### config.mk
export PLATFORM = sky130hd
export DESIGN_NAME = bomb_stage_1_ctrl
export DESIGN_NICKNAME = d
export VERILOG_FILES = /design/src/rtl/bomb_stage_1_ctrl.sv
export SDC_FILE = /design/constraint.sdc
export NUM_CORES = 1
export LEC_CHECK = 0
export ABC_AREA = 1
export CORE_MARGIN = 4
export CORE_UTILIZATION = 60
export DETAILED_ROUTE_END_ITERATION = 8
export PLACE_DENSITY = 0.84
export RECOVER_POWER = 100
export SETUP_SLACK_MARGIN = 0.02
export SLEW_MARGIN = 25
export SYNTH_ARGS = -nofsm -noshare
export SYNTH_HDL_FRONTEND = slang
export SYNTH_SLANG_ARGS = --single-unit
### constraint.sdc
create_clock -name clk -period 3.4 [get_ports clk]
set_input_delay 0.85 -clock clk [delete_from_list [all_inputs] [get_ports clk]]
set_output_delay 0.85 -clock clk [all_outputs]
set_load 0.05 [all_outputs]
### src/rtl/bomb_stage_1_ctrl.sv
// Stage-1 bomb game controller: arms on start, runs a per-second countdown,
// and resolves wire cuts into SUCCESS or FAILURE for the border renderer.
//
// state     | meaning
// ----------+-----------------------------------------------------
// WAITING   | idle, armed by a start edge only while no wire is cut
// COUNTDOWN | prescaler running, seconds_left decrementing
// SUCCESS   | correct wire cut first, terminal until rst
// FAILURE   | wrong wire cut or timer expired, terminal until rst
module bomb_stage_1_ctrl #(
  parameter int CLK_HZ        = 50_000_000,
  parameter int COUNT_SECONDS = 30,
  parameter int CORRECT_WIRE  = 2
) (
  input  logic       clk,
  input  logic       rst,
  input  logic       start,
  input  logic [3:0] wire_cut,
  output logic [1:0] state,
  output logic [5:0] seconds_left,
  output logic       tick
);

  localparam int              PW           = (CLK_HZ > 1) ? $clog2(CLK_HZ) : 1;
  localparam logic [PW-1:0]   PRESC_LAST   = PW'(CLK_HZ - 1);
  localparam logic [5:0]      SECS_INIT    = 6'(COUNT_SECONDS);
  localparam logic [3:0]      CORRECT_MASK = 4'(1 << CORRECT_WIRE);

  localparam logic [1:0] WAITING   = 2'd0;
  localparam logic [1:0] COUNTDOWN = 2'd1;
  localparam logic [1:0] SUCCESS   = 2'd2;
  localparam logic [1:0] FAILURE   = 2'd3;

  logic          start_s1, start_s2, start_prev;
  logic [3:0]    cut_s1, cut_s2, cut_prev;
  logic [PW-1:0] presc;

  logic       start_rise;
  logic [3:0] cut_rise;
  logic       wrong_cut;
  logic       right_cut;
  logic       wrap;

  // Two-flop synchronizers followed by a registered copy for edge detection.
  always_ff @(posedge clk or posedge rst) begin
    if (rst) begin
      start_s1   <= 1'b0;
      start_s2   <= 1'b0;
      start_prev <= 1'b0;
      cut_s1     <= 4'b0;
      cut_s2     <= 4'b0;
      cut_prev   <= 4'b0;
    end else begin
      start_s1   <= start;
      start_s2   <= start_s1;
      start_prev <= start_s2;
      cut_s1     <= wire_cut;
      cut_s2     <= cut_s1;
      cut_prev   <= cut_s2;
    end
  end

  assign start_rise = start_s2 & ~start_prev;
  assign cut_rise   = cut_s2 & ~cut_prev;
  assign wrong_cut  = |(cut_rise & ~CORRECT_MASK);
  assign right_cut  = |(cut_rise & CORRECT_MASK);
  assign wrap       = (presc == PRESC_LAST);

  always_ff @(posedge clk or posedge rst) begin
    if (rst) begin
      state        <= WAITING;
      seconds_left <= SECS_INIT;
      tick         <= 1'b0;
      presc        <= '0;
    end else begin
      case (state)
        WAITING: begin
          tick <= 1'b0;
          if (start_rise && (cut_s2 == 4'b0)) begin
            state        <= COUNTDOWN;
            seconds_left <= SECS_INIT;
            presc        <= '0;
          end
        end
        COUNTDOWN: begin
          presc <= wrap ? '0 : presc + PW'(1);
          // Cuts outrank the timer, so a cut on the final wrap keeps seconds_left at 1.
          if (wrong_cut) begin
            state <= FAILURE;
            tick  <= 1'b0;
          end else if (right_cut) begin
            state <= SUCCESS;
            tick  <= 1'b0;
          end else if (wrap && (seconds_left == 6'd1)) begin
            state        <= FAILURE;
            seconds_left <= 6'd0;
            tick         <= 1'b1;
          end else if (wrap && (seconds_left >= 6'd2)) begin
            seconds_left <= seconds_left - 6'd1;
            tick         <= 1'b1;
          end else begin
            tick <= 1'b0;
          end
        end
        default: begin
          tick <= 1'b0;
        end
      endcase
    end
  end

endmodule

==> impl_metrics.json, run 1 <==
{
  "finClkSkew_ns": 0.004709,
  "first_pass_iters": 4,
  "yosysWarnings": 0,
  "drtIter0Drc": 188,
  "netlist_area_mm2": 0.002774,
  "cts_resized": 0,
  "finalSetupViolations": 0,
  "ys_ff_latch": 50,
  "hpwlAfterDp_um": 4515,
  "cp_max_fo": 6,
  "critical_path_required_ns": 2.55,
  "slew_violations": 0,
  "startpoint_type": "flop",
  "hold_path_class": "flop to flop",
  "finalCritPeriodShare_pct": 77.28,
  "antenna_found_initial": 0,
  "crit_arrival_ns": 1.78,
  "final_layout_size_suffix_gt1_share_pct": 12.40,
  "internal_power_w": 0.0009135,
  "synth_area_per_cell_um2": 7.971,
  "cts.htree.levels": 2,
  "coreArea_mm2": 0.004414,
  "fin_setup_tns_ns": 0,
  "outcome": "complete, no violations",
  "numPortBuffers": 15,
  "cap_violations": 0,
  "cts_root_buf": "clkbuf_8",
  "die_w_um": 76.00,
  "crit_path_cell_trace": "dlygate4sd3_1",
  "p_leak_nw": 1.392,
  "vias_per_cell": 5.558,
  "numCtsBuffers": 5,
  "worst-path-buf-inv": 1,
  "crit_path_end_kind": "primary output",
  "ff2ff_path_depth": 9,
  "finalNetCount": 381,
  "pre_cts_ws_ns": 1.179,
  "comb_power_share_pct": 13.2,
  "max-slew-margin-rel_pct": 34.26,
  "drtAntennaViolNets": 0,
  "yosysSeqAreaShare_pct": 45.29,
  "swShare_pct": 27.24,
  "peakVddDrop_uv": 299.5,
  "synth_nets": 359,
  "ioPinCount": 16,
  "path_delay_family": "buffers and inverters",
  "cp_slowest_stage_delay_ns": 0.88,
  "clkPwrFrac_pct": 33.9,
  "die_h_um": 76.00,
  "tightest_slew_ns": 0.9861,
  "syn_to_final_growth_pct": 9.562,
  "insertedDiodeCount": 0,
  "cts_setup_buffers": 0,
  "rsz0062_at_grt": "false",
  "placementRows": 24,
  "cts.reportedPaths.clkPinSlew_ns": 0.09,
  "cts_tree": "built",
  "p_seq_share_pct": 53.0,
  "worstSetupPathType": "flop to primary output",
  "fmax_mhz": 380.6,
  "hold_depth": 0,
  "grt-ovfl-total": 0,
  "clk_latency_ns": 0.31,
  "pwr_density_cell_mw_per_mm2": 413.1,
  "cts_buffer_depth": 2,
  "drc": 0,
  "die_area_mm2": 0.005775,
  "crit_cells": 1,
  "synthCells": 348,
  "post-route-min-period_ns": 2.627,
  "dr_total_vias": 2351,
  "grt_usage_pct": 21.80,
  "setup_ws_ns": 0.7725,
  "slowest_stage": "dlygate4sd3_1",
  "grt_max_degree": 33,
  "globalplace.congestion": 0.9033,
  "cts_hold_buf": 0,
  "total_power_w": 0.001256,
  "synth_cell_types": 31,
  "wl_um": 6006,
  "power_switching_w": 0.0003420,
  "finalHoldViolCount": 0,
  "grt_pass1_wl_um": 10430,
  "wl_per_cell_um": 14.20,
  "start_util_pct": 62.84,
  "grt_pass1_vias": 2334,
  "cts_sinks": 50
}
## sequential cells by signal, summed over array words and instances, names as in the netlist
name	cells
start_prev	1
start_s1	1
tick	1
state	2
cut_s2	4
start_s2	1
cut_prev	4
seconds_left	6
cut_s1	4
presc	26
## layout make-up
cell class,count,area (um2)
Clock buffer,5,68.82
Clock inverter,3,43.79
Fill cell,369,1375
Inverter,48,181.4
Multi-Input combinational cell,248,1265
Sequential cell,50,1256
Tap cell,52,65.06
Timing Repair Buffer,17,158.9
## cell families (layout without fill, tap and decap cells)
kind of cell / after synthesis / count (layout) / synth area share, %
AO/OA/AOI/OAI: 38 / 38 / 8.254
XOR/XNOR: 11 / 11 / 3.473
adder cells (fa/ha/maj): 4 / 4 / 1.804
buffers and inverters: 50 / 73 / 6.991
flip-flops: 50 / 50 / 45.29
AND/OR/NAND/NOR: 195 / 195 / 34.19
## metrics by stage
step / util [%] / instance area [um2] / std cells / hold slack, ns
6_report: 68.85 / 3039 / 423 / 0.3591
5_1_grt: 68.85 / 3039 / 423 / 0.3738
4_1_cts: 70.32 / 3104 / 423 / 0.3674
3_5_place_dp: 67.77 / 2992 / 415 / 0.3433
3_3_place_gp: 67.77 / 2992 / 415 / 0.3328
2_1_floorplan: - / 2774 / 348 / 0.3312
## Yosys cell counts
master / number / area (um2)
nand3_1: 14 / 70.07
nor3_2: 4 / 40.04
nor2_1: 42 / 157.7
nand3_2: 6 / 60.06
buf_2: 1 / 5.000
dfrtp_1: 46 / 1151
a31o_2: 1 / 8.760
nor2_4: 7 / 78.83
nand2_2: 7 / 43.79
o22ai_1: 9 / 56.30
nand2_1: 90 / 337.8
a21oi_1: 2 / 10.01
o21ai_2: 5 / 43.79
xnor2_1: 3 / 26.28
a31oi_1: 1 / 6.260
clkinv_1: 2 / 7.510
inv_2: 4 / 15.01
buf_4: 1 / 7.510
nor3_1: 9 / 45.04
ha_1: 4 / 50.05
o32ai_1: 1 / 8.760
o21ai_1: 8 / 40.04
o21ai_0: 11 / 55.05
or2_2: 2 / 12.51
inv_1: 41 / 153.9
nand4_1: 8 / 50.05
nor2_2: 3 / 18.77
clkinv_2: 1 / 5.000
xor2_1: 8 / 70.07
nand2_4: 3 / 33.78
dfstp_2: 4 / 105.1
## power groups by stage
stage / registers, W / logic (W) / clock network (W)
after floorplan: 0.000712 / 0.0000851 / 0
after global placement: 0.000674 / 0.000168 / 0
after detailed placement: 0.000678 / 0.000174 / 0
after CTS: 0.000666 / 0.000175 / 0.000431
after global routing: 0.000668 / 0.000186 / 0.000459
final: 0.000665 / 0.000165 / 0.000425
## cells in the final DEF, fill, tap and decap left out, types with 2 or more instances in the layout
master,instances
nor3_1,9
ha_1,4
or2_2,2
inv_1,42
dfrtp_1,46
dlygate4sd3_1,15
clkinv_2,2
dfstp_2,4
nand4_1,8
nand2_2,7
nand3_1,16
clkinv_1,2
nand2_1,92
nor2_2,3
xnor2_1,3
a21oi_1,2
o22ai_1,9
nor3_2,4
clkbuf_8,5
xor2_1,8
o21ai_2,4
nor2_4,3
o21ai_0,19
inv_2,3
nor2_1,46
nand3_2,4
## path summary, 6_finish.rpt
path,slack (ns),endpoint,start
worst max-delay path,0.77,seconds_left[1],seconds_left[1]
min in group asynchronous,1.08,cut_s1[0],rst
worst min-delay path,0.36,start_s2,start_s1
max in group asynchronous,1.09,presc[17],rst
worst max register to register,0.78,presc[21],cut_s2[1]
worst min register to register,0.36,start_s2,start_s1
## routing by layer
layer / vias to the layer above / wire [um] / track usage, %
met5: - / 0 / 0
met4: 0 / 133 / 7.829
met2: 72 / 2838 / 35.27
li1: 1152 / - / -
met3: 15 / 299 / 3.664
met1: 1112 / 2734 / 29.43
Note: power is estimated with default switching activity, not from simulation.
==> run 2: changes to the inputs <==
CORE_UTILIZATION = 59   (was 60)
PLACE_DENSITY = 0.83   (was 0.84)
clock period = 2.6 ns   (was 3.4 ns; I/O delays follow)
==> impl_metrics.json, run 2 (synthesis results as in run 1) <==
{
  "cap_violations": 0,
  "grt_pass1_wl_um": 10610,
  "critical_path_required_ns": 1.95,
  "tightest_slew_ns": 1.011,
  "finalNetCount": 382,
  "slew_violations": 0,
  "p_seq_share_pct": 55.0,
  "finalCritPeriodShare_pct": 93.15,
  "fmax_mhz": 412.9,
  "layout_commonest_cell": "nand2_1",
  "finClkSkew_ns": 0.006622,
  "startpoint_type": "flop",
  "regArea_mm2": 0.001256,
  "cts_resized": 0,
  "cts.reportedPaths.clkPinSlew_ns": 0.10,
  "worst-path-buf-inv": 1,
  "grt_pass1_vias": 2304,
  "crit_arrival_ns": 1.77,
  "grt_max_degree": 25,
  "syn_to_final_growth_pct": 8.705,
  "post-route-min-period_ns": 2.422,
  "die_h_um": 76.57,
  "max-slew-margin-rel_pct": 32.63,
  "comb_power_share_pct": 13.7,
  "fin_area_mm2": 0.003015,
  "ioPinCount": 16,
  "slowest_stage": "dlygate4sd3_1",
  "start_util_pct": 62.42,
  "grt-ovfl-total": 0,
  "cts_setup_buffers": 0,
  "rsz0062_at_grt": "false",
  "fin_setup_tns_ns": 0,
  "largest_register_ffs": 26,
  "pre_cts_ws_ns": 0.5795,
  "finalSetupViolations": 0,
  "cts_sinks": 50,
  "final_layout_size_suffix_gt1_share_pct": 11.83,
  "path_delay_family": "buffers and inverters",
  "fillers": 378,
  "power_switching_w": 0.0004700,
  "dpl_cell_area_mm2": 0.002999,
  "internal_power_w": 0.001106,
  "p_leak_nw": 1.382,
  "placementRows": 24,
  "clkPwrFrac_pct": 31.3,
  "crit_path_end_kind": "primary output",
  "swShare_pct": 29.83,
  "wl_per_cell_um": 14.41,
  "mostFrequentLayoutCells": "nand2_1, dfrtp_1, nor2_1",
  "coreArea_mm2": 0.004444,
  "cts_root_buf": "clkbuf_8",
  "insertedDiodeCount": 0,
  "reg_top3": "presc (26), seconds_left (6)",
  "hold_slack_ns": 0.3570,
  "numPortBuffers": 15,
  "outcome": "complete, no violations",
  "vias_per_cell": 5.653,
  "cts_buffer_depth": 2,
  "cts.htree.levels": 2,
  "crit_path_cell_trace": "dlygate4sd3_1",
  "cts_tree": "built",
  "cp_slowest_stage_delay_ns": 0.88,
  "hpwlAfterDp_um": 4513,
  "peakVddDrop_uv": 388.9,
  "worstSetupPathType": "flop to primary output",
  "wl_um": 6110,
  "die_area_mm2": 0.005862,
  "rr_startpoint": "presc[0]",
  "drc": 0,
  "final_core_util_pct": 67.85,
  "drtAntennaViolNets": 0,
  "clk_latency_ns": 0.31,
  "grt_usage_pct": 22.27,
  "pwr_density_cell_mw_per_mm2": 522.6,
  "first_pass_iters": 5,
  "hold_path_class": "flop to flop",
  "drtIter0Drc": 225,
  "globalplace.congestion": 0.9414,
  "setup_ws_ns": 0.1782,
  "top_register": "presc",
  "antenna_found_initial": 0,
  "cp-startpoint": "seconds_left[1]",
  "multiInputGateArea_mm2": 0.001255,
  "finalHoldViolCount": 0,
  "cts_hold_buf": 0,
  "die_w_um": 76.57,
  "worst_hold_startpoint": "start_s1",
  "cp_max_fo": 6,
  "numCtsBuffers": 5,
  "dr_total_vias": 2397
}
## run 2: changes by cell type in the layout (fill, tap and decap cells not counted), sizes merged
cell,previous run,this run
bufinv,1,0
clkbuf,7,8
inv,46,47
## run 2: cell type report
class	instances	area share, %
clock inverter	3	0.8714
inverter	48	6.017
tap	52	2.158
sequential	50	41.66
multi-input combinational	248	41.62
clock buffer	5	2.282
timing repair buffer	18	5.394
## run 2: path summary, 6_finish.rpt
kind                       slack (ns)         endpoint  cells past startpoint
setup / recovery                 0.18  seconds_left[1]                      1
hold / removal                   0.36         start_s2                      0
setup reg to reg                 0.34        presc[18]                     10
hold reg to reg                  0.36         start_s2                      0
max in group asynchronous        0.72         state[1]                      3
min in group asynchronous        0.72        cut_s2[2]                      2
## run 2: routing by layer
metal	share of wire (%)	GRT usage (%)	up-vias
met4	2.5	8.152	0
li1	-	-	1153
met3	7.5	4.492	22
met5	0	0	-
met1	44	30.57	1102
met2	46	34.97	120
## run 2: power groups by stage
| stage | Combinational [W] | Clock, W | Sequential, W |
|---|---|---|---|
| 6_report | 0.000216 | 0.000493 | 0.000867 |
| 3_5_place_dp | 0.000230 | 0 | 0.000886 |
| 4_1_cts | 0.000231 | 0.000498 | 0.000870 |
| 2_1_floorplan | 0.000111 | 0 | 0.000932 |
| 3_3_place_gp | 0.000221 | 0 | 0.000881 |
| 5_1_grt | 0.000240 | 0.000525 | 0.000876 |
## run 2: metrics by stage
stage	total power (W)	std cells
2_1_floorplan	0.001043	348
3_5_place_dp	0.001116	416
6_report	0.001576	424
3_3_place_gp	0.001102	416
4_1_cts	0.001599	424
5_1_grt	0.001642	424
